--- src/rtl/alu_defs_pkg.sv ---
// Shared ALU definitions for the multicycle CPU datapath.
// Holds the ALU command codes used by the control FSM (including SLTU for
// the iterative comparator) and the state encoding of slt_iterative.
package alu_defs;

  typedef enum logic [3:0] {
    ADD     = 4'd0,
    SUB     = 4'd1,
    XOR_SEL = 4'd2,
    SLT     = 4'd3,
    AND_SEL = 4'd4,
    NAND    = 4'd5,
    NOR     = 4'd6,
    OR_SEL  = 4'd7,
    SLTU    = 4'd8
  } alu_cmd_e;

  typedef enum logic [1:0] {
    IDLE = 2'd0,
    RUN  = 2'd1,
    DONE = 2'd2
  } slt_state_e;

endpackage

--- src/rtl/sub_chunk.sv ---
// Combinational CHUNK-bit subtract slice: sum = x + ~y + cin.
// Ports:
//   x, y  : CHUNK-bit operand slices
//   cin   : carry in (1 on the first slice, i.e. the +1 of two's complement)
//   sum   : CHUNK-bit slice result
//   cout  : carry out of the slice
//   cmsb  : carry into the slice MSB (signed overflow on the top slice)
module sub_chunk #(
  parameter int unsigned CHUNK = 8
) (
  input  logic [CHUNK-1:0] x,
  input  logic [CHUNK-1:0] y,
  input  logic             cin,
  output logic [CHUNK-1:0] sum,
  output logic             cout,
  output logic             cmsb
);

  logic [CHUNK-1:0] y_n;
  logic [CHUNK:0]   full;

  always_comb begin
    y_n  = ~y;
    full = {1'b0, x} + {1'b0, y_n} + (CHUNK+1)'(cin);
    sum  = full[CHUNK-1:0];
    cout = full[CHUNK];
    // Carry into the MSB recovered from the MSB sum bit; works for CHUNK=1.
    cmsb = sum[CHUNK-1] ^ x[CHUNK-1] ^ y_n[CHUNK-1];
  end

endmodule

--- src/rtl/slt_iterative.sv ---
// Multi-cycle set-less-than unit. Computes a - b one CHUNK-bit slice per
// cycle (LSB first) with a registered carry and reports signed (SLT) or
// unsigned (SLTU) less-than plus an equality flag.
// Ports:
//   clk, reset            : clock, synchronous active-high reset
//   in_valid / in_ready   : request handshake (ready only in IDLE)
//   a, b, is_unsigned     : operands and compare mode, latched on accept
//   out_valid / out_ready : result handshake (result held until consumed)
//   result                : {0..., lt}
//   eq                    : a == b
module slt_iterative
  import alu_defs::*;
#(
  parameter int unsigned WIDTH = 32,
  parameter int unsigned CHUNK = 8
) (
  input  logic             clk,
  input  logic             reset,
  input  logic             in_valid,
  output logic             in_ready,
  input  logic [WIDTH-1:0] a,
  input  logic [WIDTH-1:0] b,
  input  logic             is_unsigned,
  output logic             out_valid,
  input  logic             out_ready,
  output logic [WIDTH-1:0] result,
  output logic             eq
);

  localparam int unsigned N     = WIDTH / CHUNK;
  localparam int unsigned IDX_W = (N > 1) ? $clog2(N) : 1;

  slt_state_e        state_q;
  logic [WIDTH-1:0]  a_q;
  logic [WIDTH-1:0]  b_q;
  logic              uns_q;
  logic              carry_q;
  logic              zero_q;
  logic [IDX_W-1:0]  idx_q;

  logic [CHUNK-1:0]  x_s;
  logic [CHUNK-1:0]  y_s;
  logic [CHUNK-1:0]  sum_s;
  logic              cout_s;
  logic              cmsb_s;
  logic              zero_d;
  logic              last_d;
  logic              lt_d;

  always_comb begin
    x_s    = a_q[idx_q*CHUNK +: CHUNK];
    y_s    = b_q[idx_q*CHUNK +: CHUNK];
    zero_d = zero_q & (sum_s == '0);
    last_d = (idx_q == IDX_W'(N - 1));
    // Signed: d_msb ^ ovf, ovf = carry-into-MSB ^ carry-out. Unsigned: borrow.
    lt_d   = uns_q ? ~cout_s : (sum_s[CHUNK-1] ^ cmsb_s ^ cout_s);
  end

  sub_chunk #(
    .CHUNK (CHUNK)
  ) u_sub (
    .x    (x_s),
    .y    (y_s),
    .cin  (carry_q),
    .sum  (sum_s),
    .cout (cout_s),
    .cmsb (cmsb_s)
  );

  always_ff @(posedge clk) begin
    if (reset) begin
      state_q   <= IDLE;
      in_ready  <= 1'b1;
      out_valid <= 1'b0;
      result    <= '0;
      eq        <= 1'b0;
      a_q       <= '0;
      b_q       <= '0;
      uns_q     <= 1'b0;
      carry_q   <= 1'b0;
      zero_q    <= 1'b0;
      idx_q     <= '0;
    end else begin
      case (state_q)
        IDLE: begin
          if (in_valid) begin
            a_q      <= a;
            b_q      <= b;
            uns_q    <= is_unsigned;
            carry_q  <= 1'b1;
            zero_q   <= 1'b1;
            idx_q    <= '0;
            in_ready <= 1'b0;
            state_q  <= RUN;
          end
        end
        RUN: begin
          carry_q <= cout_s;
          zero_q  <= zero_d;
          idx_q   <= idx_q + IDX_W'(1);
          if (last_d) begin
            result    <= WIDTH'(lt_d);
            eq        <= zero_d;
            out_valid <= 1'b1;
            state_q   <= DONE;
          end
        end
        DONE: begin
          if (out_ready) begin
            out_valid <= 1'b0;
            in_ready  <= 1'b1;
            state_q   <= IDLE;
          end
        end
        default: begin
          out_valid <= 1'b0;
          in_ready  <= 1'b1;
          state_q   <= IDLE;
        end
      endcase
    end
  end

endmodule
--- config.mk ---
export PLATFORM = sky130hd
export DESIGN_NAME = slt_iterative
export DESIGN_NICKNAME = d
export VERILOG_FILES = /design/src/rtl/alu_defs_pkg.sv /design/src/rtl/sub_chunk.sv /design/src/rtl/slt_iterative.sv
export SDC_FILE = /design/constraint.sdc
export NUM_CORES = 1
export LEC_CHECK = 0
export ABC_AREA = 1
export BUFFER_PORTS_ARGS = -buffer_cell sky130_fd_sc_hd__buf_2
export CAP_MARGIN = 20
export CORE_MARGIN = 2
export CORE_UTILIZATION = 32
export DETAILED_ROUTE_END_ITERATION = 16
export GPL_TIMING_DRIVEN = 0
export MAX_ROUTING_LAYER = met4
export PLACE_DENSITY = 0.61
export SYNTH_ARGS = -nofsm -noshare
export SYNTH_HDL_FRONTEND = slang
export SYNTH_SLANG_ARGS = --single-unit
--- constraint.sdc ---
create_clock -name clk -period 3.2 [get_ports clk]
set_input_delay 0.64 -clock clk [delete_from_list [all_inputs] [get_ports clk]]
set_output_delay 0.64 -clock clk [all_outputs]
set_load 0.01 [all_outputs]
==> results.ini, run 1 <==
[setup_path]
required_ns=3.46
cp_cell_sequence=buf_2 -> inv_2 -> clkbuf_2 -> o21ai_0 -> o22ai_1 -> fa_1 -> fa_1 -> inv_1 -> nand3_1 -> nand3_1 -> nand2_1 -> nor2_1 -> nand2_1 -> nor2_1 -> nand3_1 -> a21oi_1
max_stage_delay_ns=0.44
cpMostUsedCell=nand3_1
worstPathArrival_ns=3.22
crit_type=reg2reg
crit_family=adder cells
slowest_stage=fa_1
path_max_fanout=10
start_kind=flop
crit_buf_inv=4
end_kind=flop

[timing]
hold_viol=0
fin_crit_sh_pct=92.6
period_needed_ns=2.96
worstMarginPinSlew_ns=0.538
setup-tns-final_ns=0
rsz0062_at_grt=no
slew-limit-headroom_pct=64.2
drv_slew=0
setup_viol=0
finClkSkew_ns=0.00468
fmax_mhz=338

[clocking]
cts_resized=0
root_buffer=clkbuf_16
ctsHoldBuffers=0
clk_latency_ns=0.34
cts_buffers=9
ctsHtreeMaxLevel=3
post-cts-setup-buffer-count=0
cts_tree=done
clk_pin_slew_ns=0.06
cts_buffer_depth=2
numClockSinks=75

[global_routing]
first_global_vias=3453
grt.overflow.total=0
grt_pass1_wl_um=16600
antenna_found_initial=0
grt.total_usage_pct=17.2
grt_max_degree=14

[die]
boundaryPins=104
num_rows=39
core_mm2=0.0114
die_area_mm2=0.0125
dieWidth_um=112
dieHeight_um=112
start_util_pct=32.8

[flow_run]
maxCapViolCount=0

[power_and_ir_drop]
p_clk_share_pct=40.5
power.share.sequential_pct=37.4
leakagePower_nw=2.25
power_density_mw_per_mm2=603
p_int_mw=2.02
max-vdd-ir-drop_v=0.000234
p_sw_mw=0.818
combPwrFrac_pct=22.1
switching_share_pct=28.8

[logic_synthesis]
synth_cell_types=30
synth_area_leaders=dfxtp_1, nor2_1, o21ai_0
syn_area_mm2=0.00372
ys_seq_area_share_pct=40.3
synth-edff-count=0
async_flop_share_pct=0
synth.largest_area_cell=dfxtp_1
synth.avg_cell_area_um2=7.00
ys_ff_latch=75
yosys_warnings=0
synth_top_cell_area_share_pct=40.3
ys.flop_type=dfxtp_1
synthCells=532

[placed_design]
dp_cells=776
finalWeightedCongestion=0.872
place_hpwl_um=7960
io_buffers=71

[route]
finalWirelength_um=10300
routedWlPerCell_um=13.0
ant_nets=0
vias=3652
drtPass1Iterations=5
route.detailed.drc=0
via_per_inst=4.61
drt_iter0_drc=118

[cells_and_area]
drive_above_1_share_pct=22.5
final_nets=723
area_growth_pct=26.7
final_cells=792
antenna_cells=0

[min_path]
hold_path_class=reg2reg

[outcome]
outcome=complete, no violations

logic make-up (layout without fill, tap and decap cells):
kind of cell	Yosys count	after routing	synth area share [%]
simple gates	233	233	24.4
compound gates	126	126	18.6
buf+inv	87	174	12.8
flops	75	75	40.3
fa+ha+maj	10	10	3.76
other cells	1	31	0.101
cells in the mapped netlist (8+ instances only):
| library cell | number |
|---|---|
| nor2_1 | 156 |
| inv_1 | 23 |
| o21ai_0 | 77 |
| a21oi_1 | 22 |
| buf_2 | 14 |
| ha_1 | 8 |
| clkbuf_1 | 13 |
| nand2_1 | 59 |
| buf_4 | 33 |
| nand3_1 | 10 |
| dfxtp_1 | 75 |
final timing paths:
check | start | end | slack, ns | depth (start not counted)
max | idx_q[0] | zero_q | 0.24 | 16
min | in_ready | in_ready | 0.45 | 2
max reg2reg | idx_q[0] | zero_q | 0.24 | 16
min reg2reg | in_ready | in_ready | 0.45 | 2
metal layers:
| layer | vias up | wire (um) | GRT usage [%] |
|---|---|---|---|
| li1 | 1894 | - | - |
| met1 | 1641 | 4730 | 21.2 |
| met2 | 100 | 4820 | 28.7 |
| met3 | 17 | 553 | 3.59 |
| met4 | 0 | 151 | 4.69 |
| met5 | - | 0 | - |
metrics by stage:
step	instance area [um2]	hold WS (ns)	power, mW	utilization, %	setup slack (ns)
2_1_floorplan	3840	0.449	1.53	-	0.603
3_3_place_gp	4370	0.431	1.69	38.4	0.140
3_5_place_dp	4370	0.442	1.70	38.4	0.123
4_1_cts	4710	0.453	2.86	41.4	0.0218
5_1_grt	4720	0.481	3.01	41.5	0.0124
6_report	4720	0.449	2.84	41.5	0.238
registers in the layout, indices dropped and copies added, names as in the netlist:
name,flops
a_q,32
b_q,32
idx_q,2
state_q,2
carry_q,1
eq,1
in_ready,1
out_valid,1
result,1
uns_q,1
zero_q,1
placed cells by master (no fill, tap or decap), types with 8 or more instances in the layout:
cell	n
nand3_1	10
nand2_1	59
ha_1	8
clkbuf_16	9
nor2_1	156
o21ai_0	77
a21oi_1	22
inv_1	23
clkbuf_1	10
buf_2	85
dfxtp_1	74
conb_1	31
buf_4	33
worst reg2reg max path, stage by stage, from the launching register on:
cell      delay, ns
dfxtp_1        0.35
buf_2          0.18
inv_2          0.08
clkbuf_2       0.21
o21ai_0        0.23
o22ai_1        0.14
fa_1           0.44
fa_1           0.41
inv_1          0.10
nand3_1        0.10
nand3_1        0.10
nand2_1        0.05
nor2_1         0.09
nand2_1        0.07
nor2_1         0.08
nand3_1        0.11
a21oi_1        0.16
area by class of cell:
class	instances	area, um2
clock inverter	7	116
buffer	62	387
multi-input combinational	400	1860
clock buffer	9	225
sequential	75	1500
tap	143	179
inverter	25	93.8
fill	1220	6650
timing repair buffer	71	355
power by group through the flow:
stage / sequential [mW] / combinational [mW] / clock, mW
global route: 1.07 / 0.723 / 1.21
detailed placement: 1.08 / 0.622 / 0
finish: 1.06 / 0.627 / 1.15
CTS: 1.06 / 0.627 / 1.17
floorplan: 1.06 / 0.466 / 0
global placement: 1.08 / 0.615 / 0
Power figures use the tool's default switching activity.
==> run 2, diff against run 1 <==
- ABC_AREA: 1 -> 0
- CORE_ASPECT_RATIO: not set -> 1.4
==> results.ini, run 2 <==
[outcome]
outcome=complete, no violations  ; unchanged

[global_routing]
antenna_found_initial=0  ; unchanged
grt_max_degree=13  ; was 14
first_global_vias=3130  ; was 3,453
grt_pass1_wl_um=15200  ; was 16,600 um
grt.total_usage_pct=16.8  ; was 17.2%
grt.overflow.total=0  ; unchanged

[route]
routed.top_layer=met4  ; unchanged
ant_nets=0  ; unchanged
via_per_inst=4.65  ; was 4.61
wl_met1_um=3900  ; was 4730 um
finalWirelength_um=9870  ; was 10,300 um
vias=3260  ; was 3,652
dr_wl_met2_um=5290  ; was 4820 um
wl_met3_um=487  ; was 553 um
routedWlPerCell_um=14.1  ; was 13.0 um
drt_iter0_drc=150  ; was 118
route.detailed.drc=0  ; unchanged
drtPass1Iterations=4  ; was 5

[timing]
drv_slew=0  ; unchanged
slew-limit-headroom_pct=60.2  ; was 64.2%
period_needed_ns=3.04  ; was 2.96 ns
worstMarginPinSlew_ns=0.597  ; was 0.538 ns
finClkSkew_ns=0.00473  ; was 0.00468 ns
hold_viol=0  ; unchanged
rsz0062_at_grt=no  ; unchanged
setup_viol=0  ; unchanged
setup_ws_ns=0.157  ; was 0.238 ns
fin_crit_sh_pct=95.1  ; was 92.6%
fmax_mhz=329  ; was 338 MHz

[clocking]
cts_buffers=9  ; unchanged
cts_tree=done  ; unchanged
ctsHtreeMaxLevel=3  ; unchanged
ctsHoldBuffers=0  ; unchanged
clk_latency_ns=0.34  ; about the same
root_buffer=clkbuf_16  ; unchanged
cts_buffer_depth=2  ; unchanged
numClockSinks=75  ; unchanged
clk_pin_slew_ns=0.06  ; about the same

[setup_path]
required_ns=3.41  ; was 3.46 ns
end_kind=flop  ; unchanged
worstPathArrival_ns=3.25  ; was 3.22 ns
start_kind=flop  ; unchanged
crit_buf_inv=2  ; was 4
crit_family=adder cells  ; unchanged
path_max_fanout=10  ; unchanged
slowest_stage=mux4_2  ; was fa_1
cp_cell_sequence=buf_12 -> buf_12 -> mux4_2 -> fa_2 -> fa_2 -> nor2b_4 -> o2111ai_2 -> a31oi_2 -> nor3_1 -> a211oi_1 -> nor3_1  ; was buf_2 -> inv_2 -> clkbuf_2 -> o21ai_0 -> o22ai_1 -> fa_1 -> fa_1 -> inv_1 -> nand3_1 -> nand3_1 -> nand2_1 -> nor2_1 -> nand2_1 -> nor2_1 -> nand3_1 -> a21oi_1
max_stage_delay_ns=0.55  ; was 0.44 ns
crit_type=reg2reg  ; unchanged

[placed_design]
io_buffers=72  ; was 71
finalWeightedCongestion=0.868  ; was 0.872
place_hpwl_um=7590  ; was 7960 um
postPlaceCellArea_mm2=0.00433  ; was 0.00437 mm2
pre_cts_ws_ns=-0.355  ; was 0.123 ns

[logic_synthesis]
synth_cell_types=45  ; was 30
synth.avg_cell_area_um2=8.37  ; was 7.00 um2
synth.largest_area_cell=dfxtp_1  ; unchanged
synth-edff-count=0  ; unchanged
async_flop_share_pct=0  ; unchanged
yosys_warnings=0  ; unchanged
synth_top_cell_area_share_pct=40.8  ; was 40.3%
synthCells=439  ; was 532
syn_area_mm2=0.00368  ; was 0.00372 mm2
synth_common_cells=nand2_1, dfxtp_1, a21oi_1, buf_4, mux4_2  ; was nor2_1, o21ai_0, dfxtp_1, nand2_1, buf_4
ys.flop_type=dfxtp_1  ; unchanged
yosysMostFrequentCell=nand2_1  ; was nor2_1
ys_seq_area_share_pct=40.8  ; was 40.3%
synth_area_leaders=dfxtp_1, nand2_1, a21oi_1  ; was dfxtp_1, nor2_1, o21ai_0
ys_ff_latch=75  ; unchanged

[cells_and_area]
final_cell_mix=nand2_1, buf_2, a21oi_1, dfxtp_1, buf_4  ; was nor2_1, buf_2, o21ai_0
area_growth_pct=26.8  ; was 26.7%
top_regs=a_q: 32 flops, b_q: 32 flops  ; unchanged
final_cell_area_mm2=0.00466  ; was 0.00472 mm2
final_nets=631  ; was 723
drive_above_1_share_pct=29.1  ; was 22.5%
fillers=1173  ; was 1,220
final_common_cell=nand2_1  ; was nor2_1
antenna_cells=0  ; unchanged

[flow_run]
maxCapViolCount=0  ; unchanged

[die]
boundaryPins=104  ; unchanged
die_area_mm2=0.0124  ; was 0.0125 mm2
num_rows=46  ; was 39
core_mm2=0.0113  ; was 0.0114 mm2
start_util_pct=32.6  ; was 32.8%
dieHeight_um=131  ; was 112 um
dieWidth_um=94.6  ; was 112 um

[power_and_ir_drop]
power_mw=2.44  ; was 2.84 mW
leakagePower_nw=2.01  ; was 2.25 nW
max-vdd-ir-drop_v=0.000285  ; was 0.000234 V
power_density_mw_per_mm2=524  ; was 603 mW/mm2

[min_path]
hold_path_class=reg2reg  ; unchanged

==> run 2: power breakdown <==
group          total (mW)  switching, mW  internal (mW)
combinational       0.442          0.237          0.205
sequential           1.02         0.0281          0.988
clock               0.985          0.385          0.601
==> run 2: per-layer routing <==
layer  global-route usage (%)  up-vias
met5                        -        -
met4                     7.08        0
met3                     2.58       11
met2                     29.8      104
met1                     18.8     1498
li1                         -     1647
==> run 2: path summary, 6_finish.rpt <==
| kind | startpoint | end | slack (ns) | cells past startpoint |
|---|---|---|---|---|
| worst max-delay path | idx_q[0] | result[0] | 0.16 | 11 |
| worst min-delay path | b_q[26] | b_q[26] | 0.45 | 2 |
| worst min register to register | b_q[26] | b_q[26] | 0.45 | 2 |
| worst max register to register | idx_q[0] | result[0] | 0.16 | 11 |
==> run 2: metrics by stage <==
stage	hold slack [ns]	TNS (ns)	util (%)	instances
2_1_floorplan	0.433	0	-	469
3_3_place_gp	0.440	-0.945	38.4	685
3_5_place_dp	0.445	-1.16	38.4	685
4_1_cts	0.453	0	41.2	701
5_1_grt	0.466	0	41.3	701
6_report	0.454	0	41.3	701
==> run 2: timing repair <==
action	4_1_cts	5_1_grt
cloned	0	0
buffers inserted	0	0
setup endpoints to repair	4	4
gates resized for setup	9	5
pin swaps	1	2
==> run 2: final cells by class <==
class | instances | area [um2] | area share, %
Multi-Input combinational cell | 322 | 1880 | 40.4
Clock buffer | 11 | 233 | 4.99
Buffer | 58 | 394 | 8.46
Sequential cell | 75 | 1500 | 32.3
Clock inverter | 5 | 53.8 | 1.15
Timing Repair Buffer | 72 | 360 | 7.73
Inverter | 14 | 52.6 | 1.13
Tap cell | 144 | 180 | 3.87
==> run 2: logic make-up after synthesis <==
| logic type | Yosys count | synth area share (%) |
|---|---|---|
| AND/OR/NAND/NOR | 164 | 18.1 |
| buffers and inverters | 72 | 11.3 |
| flip-flops | 75 | 40.8 |
| XOR/XNOR | 2 | 0.477 |
| multiplexers | 16 | 9.80 |
| adder cells (fa/ha/maj) | 10 | 3.81 |
| AO/OA/AOI/OAI | 99 | 15.5 |
| other | 1 | 0.102 |
==> run 2: worst reg2reg max path: stages, from the launching register on <==
cell and delay (ns):
dfxtp_2 0.36, buf_12 0.15, buf_12 0.16, mux4_2 0.56, fa_2 0.39, fa_2 0.38, nor2b_4 0.15, o2111ai_2 0.14
a31oi_2 0.25, nor3_1 0.07, a211oi_1 0.22, nor3_1 0.07
